==> config.mk <==
export PLATFORM = sky130hd
export DESIGN_NAME = gf180mcu_tribus_arbiter_flat
export DESIGN_NICKNAME = d
export VERILOG_FILES = /design/src/rtl/gf180mcu_tribus_pkg.sv /design/src/rtl/gf180mcu_tribus_arbiter_if.sv /design/src/rtl/gf180mcu_rr_pick.sv /design/src/rtl/gf180mcu_tribus_arbiter.sv /design/src/flat_wrapper.sv
export SDC_FILE = /design/constraint.sdc
export NUM_CORES = 1
export LEC_CHECK = 0
export ABC_AREA = 1
export CAP_MARGIN = 25
export CORE_MARGIN = 8
export CORE_UTILIZATION = 25
export CTS_CLUSTER_SIZE = 10
export DETAILED_ROUTE_END_ITERATION = 12
export SLEW_MARGIN = 20
export SYNTH_ARGS = -nofsm -noshare
export SYNTH_HDL_FRONTEND = slang
export SYNTH_HIERARCHICAL = 1
export SYNTH_SLANG_ARGS = --single-unit
export TNS_END_PERCENT = 10
==> constraint.sdc <==
create_clock -name clk -period 2.7 [get_ports clk]
set_input_delay 0.405 -clock clk [delete_from_list [all_inputs] [get_ports clk]]
set_output_delay 0.405 -clock clk [all_outputs]
set_load 0.05 [all_outputs]
==> src/rtl/gf180mcu_tribus_pkg.sv <==
// Shared types and width helpers for the tri-state bus arbiter.
// FSM encodings are plain constants so they stay drop-in compatible with older netlists.
package gf180mcu_tribus_pkg;

  localparam logic [1:0] IDLE = 2'd0;
  localparam logic [1:0] OWN  = 2'd1;
  localparam logic [1:0] TURN = 2'd2;

  // Width of a counter that must hold values 0..max_val.
  function automatic int cnt_w(input int max_val);
    return (max_val < 2) ? 1 : $clog2(max_val + 1);
  endfunction

  // Width of an index into n items; never narrower than one bit.
  function automatic int id_w(input int n);
    return (n > 1) ? $clog2(n) : 1;
  endfunction

endpackage

==> src/rtl/gf180mcu_tribus_arbiter_if.sv <==
// Request/enable bundle between the driver bank and the arbiter for one shared net.
interface gf180mcu_tribus_arbiter_if #(
  parameter int N = 4
);
  import gf180mcu_tribus_pkg::*;

  localparam int IW = id_w(N);

  logic [N-1:0]  req;
  logic [N-1:0]  oe;
  logic [IW-1:0] gnt_id;
  logic          bus_held;
  logic          ta;

  modport master (input req, output oe, gnt_id, bus_held, ta);
  modport slave  (output req, input oe, gnt_id, bus_held, ta);

endinterface

==> src/rtl/gf180mcu_rr_pick.sv <==
// Round-robin priority picker: first set request at or above ptr, wrapping at N.
module gf180mcu_rr_pick
  import gf180mcu_tribus_pkg::*;
#(
  parameter int N  = 4,
  parameter int IW = id_w(N)
) (
  input  logic [N-1:0]  req,
  input  logic [IW-1:0] ptr,
  output logic [IW-1:0] idx,
  output logic          any
);

  int            pos;
  logic [IW-1:0] pos_l;

  always_comb begin
    // NOTE: every output gets a default before the loop, so no path leaves it unassigned and no latch is inferred.
    idx   = '0;
    any   = 1'b0;
    pos   = 0;
    pos_l = '0;
    // Walk from the farthest offset down so the closest request to ptr wins last.
    for (int i = N - 1; i >= 0; i--) begin
      pos   = (int'(ptr) + i) % N;
      pos_l = IW'(pos);
      if (req[pos_l]) begin
        idx = pos_l;
        any = 1'b1;
      end
    end
  end

endmodule

==> src/rtl/gf180mcu_tribus_arbiter.sv <==
// Round-robin OE arbiter for a kept tri-state net: one-hot enables, enforced turnaround,
// optional tenure limit when others are waiting.
module gf180mcu_tribus_arbiter
  import gf180mcu_tribus_pkg::*;
#(
  parameter int N         = 4,
  parameter int TA_CYCLES = 1,
  parameter int MAX_HOLD  = 8
) (
`ifdef USE_POWER_PINS
  inout wire vdd,
  inout wire vss,
`endif
  input logic                       clk,
  input logic                       rn,
  gf180mcu_tribus_arbiter_if.master bus
);

  localparam int IW = id_w(N);
  localparam int HW = cnt_w(MAX_HOLD);
  localparam int TW = cnt_w(TA_CYCLES - 1);

  // With no limit the counter only needs to prove "at least one cycle owned".
  localparam logic [HW-1:0] HOLD_SAT = (MAX_HOLD == 0) ? HW'(1) : HW'(MAX_HOLD);
  localparam logic [TW-1:0] TA_LAST  = TW'(TA_CYCLES - 1);

  logic [1:0]    state;
  logic [IW-1:0] ptr;
  logic [IW-1:0] owner;
  logic [HW-1:0] hold_cnt;
  logic [TW-1:0] ta_cnt;
  logic [N-1:0]  oe_q;
  logic          held_q;
  logic          ta_q;

  logic [IW-1:0] pick_idx;
  logic          pick_any;
  logic          owner_req;
  logic          others_req;
  logic          hold_expired;
  logic [IW-1:0] ptr_next;

  gf180mcu_rr_pick #(.N(N), .IW(IW)) u_pick (
    .req (bus.req),
    .ptr (ptr),
    .idx (pick_idx),
    .any (pick_any)
  );

  assign owner_req    = bus.req[owner];
  assign others_req   = |(bus.req & ~oe_q);
  assign hold_expired = (MAX_HOLD != 0) && (hold_cnt == HOLD_SAT);
  assign ptr_next     = (owner == IW'(N - 1)) ? '0 : owner + IW'(1);

  // NOTE: all state updates use non-blocking assignments so every register sees pre-edge values.
  always_ff @(posedge clk) begin
    if (!rn) begin
      state    <= IDLE;
      ptr      <= '0;
      owner    <= '0;
      hold_cnt <= '0;
      ta_cnt   <= '0;
      oe_q     <= '0;
      held_q   <= 1'b1;
      ta_q     <= 1'b0;
    end else begin
      case (state)
        IDLE: begin
          if (pick_any) begin
            state    <= OWN;
            owner    <= pick_idx;
            oe_q     <= N'(1) << pick_idx;
            held_q   <= 1'b0;
            hold_cnt <= HW'(1);
          end
        end

        OWN: begin
          if (!owner_req || (hold_expired && others_req)) begin
            state  <= TURN;
            oe_q   <= '0;
            held_q <= 1'b1;
            ta_q   <= 1'b1;
            ta_cnt <= '0;
            ptr    <= ptr_next;
          end else if (hold_cnt != HOLD_SAT) begin
            hold_cnt <= hold_cnt + HW'(1);
          end
        end

        TURN: begin
          if (ta_cnt == TA_LAST) begin
            ta_q <= 1'b0;
            // Only requests present on this closing edge compete for the net.
            if (pick_any) begin
              state    <= OWN;
              owner    <= pick_idx;
              oe_q     <= N'(1) << pick_idx;
              held_q   <= 1'b0;
              hold_cnt <= HW'(1);
            end else begin
              state <= IDLE;
            end
          end else begin
            ta_cnt <= ta_cnt + TW'(1);
          end
        end

        default: begin
          state  <= IDLE;
          oe_q   <= '0;
          held_q <= 1'b1;
          ta_q   <= 1'b0;
        end
      endcase
    end
  end

  assign bus.oe       = oe_q;
  assign bus.gnt_id   = owner;
  assign bus.bus_held = held_q;
  assign bus.ta       = ta_q;

endmodule
==> src/flat_wrapper.sv <==
// flat-port wrapper written by rule: the top's interface ports become plain ports
module gf180mcu_tribus_arbiter_flat import gf180mcu_tribus_pkg::*;
#(
  parameter int N         = 4,
  parameter int TA_CYCLES = 1,
  parameter int MAX_HOLD  = 8
)
  (clk, rn, bus_req, bus_oe, bus_gnt_id, bus_bus_held, bus_ta);
  gf180mcu_tribus_arbiter_if #(.N(N)) bus_i ();
  input logic clk;
  input logic rn;
  input wire logic [$bits(bus_i.req)-1:0] bus_req;
  output wire logic [$bits(bus_i.oe)-1:0] bus_oe;
  output wire logic [$bits(bus_i.gnt_id)-1:0] bus_gnt_id;
  output wire logic [$bits(bus_i.bus_held)-1:0] bus_bus_held;
  output wire logic [$bits(bus_i.ta)-1:0] bus_ta;
  assign bus_i.req = bus_req;
  assign bus_oe = bus_i.oe;
  assign bus_gnt_id = bus_i.gnt_id;
  assign bus_bus_held = bus_i.bus_held;
  assign bus_ta = bus_i.ta;
  gf180mcu_tribus_arbiter #(.N(N), .TA_CYCLES(TA_CYCLES), .MAX_HOLD(MAX_HOLD)) u_core (.clk(clk), .rn(rn), .bus(bus_i));
endmodule
==> parameters.txt <==
Parameter                              Value

Synthesis
  Leading cell types by count after synthesis ... nand2_1 (44), nand3_1 (21), inv_1 (20)
  Prevailing post-synth register cell ... dfxtp_1
  Number of flops mapped to enable cells by yosys ... 0
  Largest area contributor in the netlist ... dfxtp_1
  Count of distinct cell types in the synthesized netlist ... 22
  Cells after Synth ... 168
  Most common cell in the netlist ... nand2_1
  Post-synthesis sequential area ratio ... 30.3%
  Total nets after synthesis ... roughly 180
  Post-Syn Area ... 0.00106 sq mm
  Synthesized area divided by synthesized cell count ... between 6 and 7 sq um
  Register bit count reported by yosys ... 16
  Yosys synthesis warning count ... 6
  Proportion of synthesized flip-flops having asynchronous set or reset ... 0%
  Cell types occupying the most area after synthesis ... dfxtp_1 (30%), nand2_1 (16%), nand3_1 (9.9%), inv_1 (7.1%), nor2_1 (6.7%)
  Top-area cell type share of the netlist area ... 30.3%

Placement
  Half-perimeter wire length after placement ... ~1800 um
  Final RePlAce weighted congestion ... 0.886
  Number of input and output port buffers inserted ... 13
  Setup WS pre-CTS ... roughly 480 ps
  Cell area after placement ... 0.00122 sq mm

Floorplanning
  Overall die width ... 81.1 um
  Core footprint ... ~0.004 sq mm
  Die Span Y ... ~80 um
  Number of placement rows ... 23
  Initial core utilization ... roughly a quarter
  Number of I/O pins ... 14
  Die Area ... ~0.0066 sq mm

Clock tree
  Clk slew on worst S/H paths ... approximately 70 ps
  Root buffer cell ... clkbuf_8
  Postcts setup bufs ... 0
  CTS tree ... built
  CTS max path bufs ... 2
  Insertion delay of the later-clocked pin in the worst-skew pair ... around 250 ps
  H-tree Lvls ... 1
  Hold buffer count at CTS ... 0
  Number of clock sinks ... 16
  PostCTS Resize Cnt ... 0
  Number of buffers added by the clock tree synthesis step ... 3

Route
  Count of nets left with antenna violations after detail routing ... 0
  WL/cell ... 10.3 um
  Drt initial violations ... 75
  DR pass1 iterations ... 5
  Vias per Instance ... around 4.6
  Wire length reported by the detailed router ... between 2000 and 2500 um
  Total number of vias ... around 1100
  Drt drc ... 0

Worst setup path
  Critical path class ... register to output port
  Worst-path cell with the longest stage delay ... clkdlybuf4s50_1
  Critical-path maximum fanout ... 8
  WP buf/inv ... 1
  Critical path required time ... approximately 2300 ps
  Depth of the most critical reg-to-reg path ... 12
  Maximum cell stage delay along the critical path ... around 860 ps
  Sequence of cells on the critical path ... clkdlybuf4s50_1
  Element type at the critical path end ... output port
  Nature of the critical path startpoint ... register
  Gate family responsible for the most delay along the worst path ... buffers and inverters
  Setup slack, reg-to-reg ... ~810 ps
  Arrival time of the worst setup path ... 1590 ps
  Number of cells on the critical path ... 1

Final layout
  Ratio of cells with drive above 1 in the final layout ... 14.3%
  Post-route cell area ... between 0.001 and 0.0015 sq mm
  Total area of multi-input combinational cells ... 612 sq um
  Final-stage net count ... about 190
  Sequential Area ... 320 sq um
  Post-synthesis to final-layout area growth ... 20.6%
  Final antenna diode count ... 0
  Filler Cells Inserted ... between 400 and 500

STA
  Count of endpoints failing hold in the final timing report ... 0
  Setup repair after global routing missed its margin ... false
  Setup Total Neg Slack ... 0 ps
  Total setup violations reported at the end of the flow ... 0
  F_max ... between 500 and 600 MHz
  Relative slew slack ... 66.6%
  Fin crit period ... between 1500 and 2000 ps
  Maximum clock skew at final layout ... 2.23 ps
  Slew at the pin closest to its max-slew limit ... around 500 ps
  Least setup slack across all paths after layout ... 704 ps
  Final Slew Violations ... 0
  Fin crit share ... between 70% and 80%

GRT
  Vias in the first global route ... 922
  Antenna violations before repair ... 0
  Overall track demand over capacity in global routing ... under 10%
  Global-route wire length before repair ... between 4000 and 5000 um
  Pin count of the biggest net entering global routing ... 12
  Overflow left after global routing ... 0

Worst hold path
  Type of the worst min-delay path ... register to register
  Worst Hold Path Cells ... 2

Power
  Power, Total ... approximately 0.0012 W
  Cell Pwr Density ... approximately 900 mW/mm^2
  Max IR drop VDD ... roughly 0.42 mV
  Leakage ... around 0.60 nW

Run status
  Result of the run ... finished, final reports clean

Run
  Number of max-cap violations ... 0
## where the power goes
| group | switching (W) | internal [W] |
|---|---|---|
| Sequential | 0.0000707 | 0.000296 |
| Combinational | 0.000372 | 0.000208 |
| Clock | 0.0000894 | 0.000129 |
| Total | 0.000532 | 0.000633 |
## routing by layer
metal  vias up  routed length (um)  GRT usage [%]
met1       465                1200           10.3
met3         2                 167           1.77
met4         0                  27           4.64
met2        31                1000           11.5
li1        559                   -              -
met5         -                   0              0
## cells by family (layout without fill, tap and decap cells)
logic type / count (synthesis) / in the layout / synth area share, %
buf+inv: 28 / 42 / 11.9
flops: 16 / 16 / 30.3
simple gates: 101 / 101 / 44.1
fa+ha+maj: 3 / 3 / 3.55
compound gates: 20 / 20 / 10.2
## placed cells by master (no fill, tap or decap), drive strengths merged
master         Yosys  layout
nand2             53      53
inv               25      25
nand3             24      24
nand4              1       1
dfxtp             16      16
a31o               1       1
clkdlybuf4s50      0      13
ha                 3       3
o21ai              8       8
clkbuf             0       4
or2                2       2
a21oi             11      11
and2               1       1
nor2              20      20
## sequential cells by signal (all words and copies together) (netlist names)
name / count
u_core/bus.bus_held: 1
u_core/bus.gnt_id: 2
u_core/bus.oe: 4
u_core/bus.ta: 1
u_core/hold_cnt: 4
u_core/ptr: 2
u_core/state: 2
## metrics by stage
stage	std cells	utilization [%]	hold WS [ps]
after floorplan	168	-	452
after global placement	228	30.3	445
after detailed placement	228	30.3	447
after CTS	232	31.7	463
after global routing	232	31.7	500
final	232	31.7	458
## worst paths after layout
check,startpoint,end
max,u_core/bus.gnt_id[0]$_SDFFE_PN0P_,bus_gnt_id[0]
min reg2reg,u_core/bus.bus_held$_SDFFE_PN1P_,u_core/bus.bus_held$_SDFFE_PN1P_
max reg2reg,u_core/ptr[0]$_SDFFE_PN0P_,u_core/hold_cnt[0]$_SDFFE_PN0P_
min,u_core/bus.bus_held$_SDFFE_PN1P_,u_core/bus.bus_held$_SDFFE_PN1P_
## final cells by class
class / count / share of cell area [%]
Tap cell: 50 / 4.90
Inverter: 25 / 7.55
Clock buffer: 4 / 4.31
Timing Repair Buffer: 13 / 10.2
Multi-Input combinational cell: 124 / 47.9
Sequential cell: 16 / 25.1
Note: power is estimated with default switching activity, not from simulation.
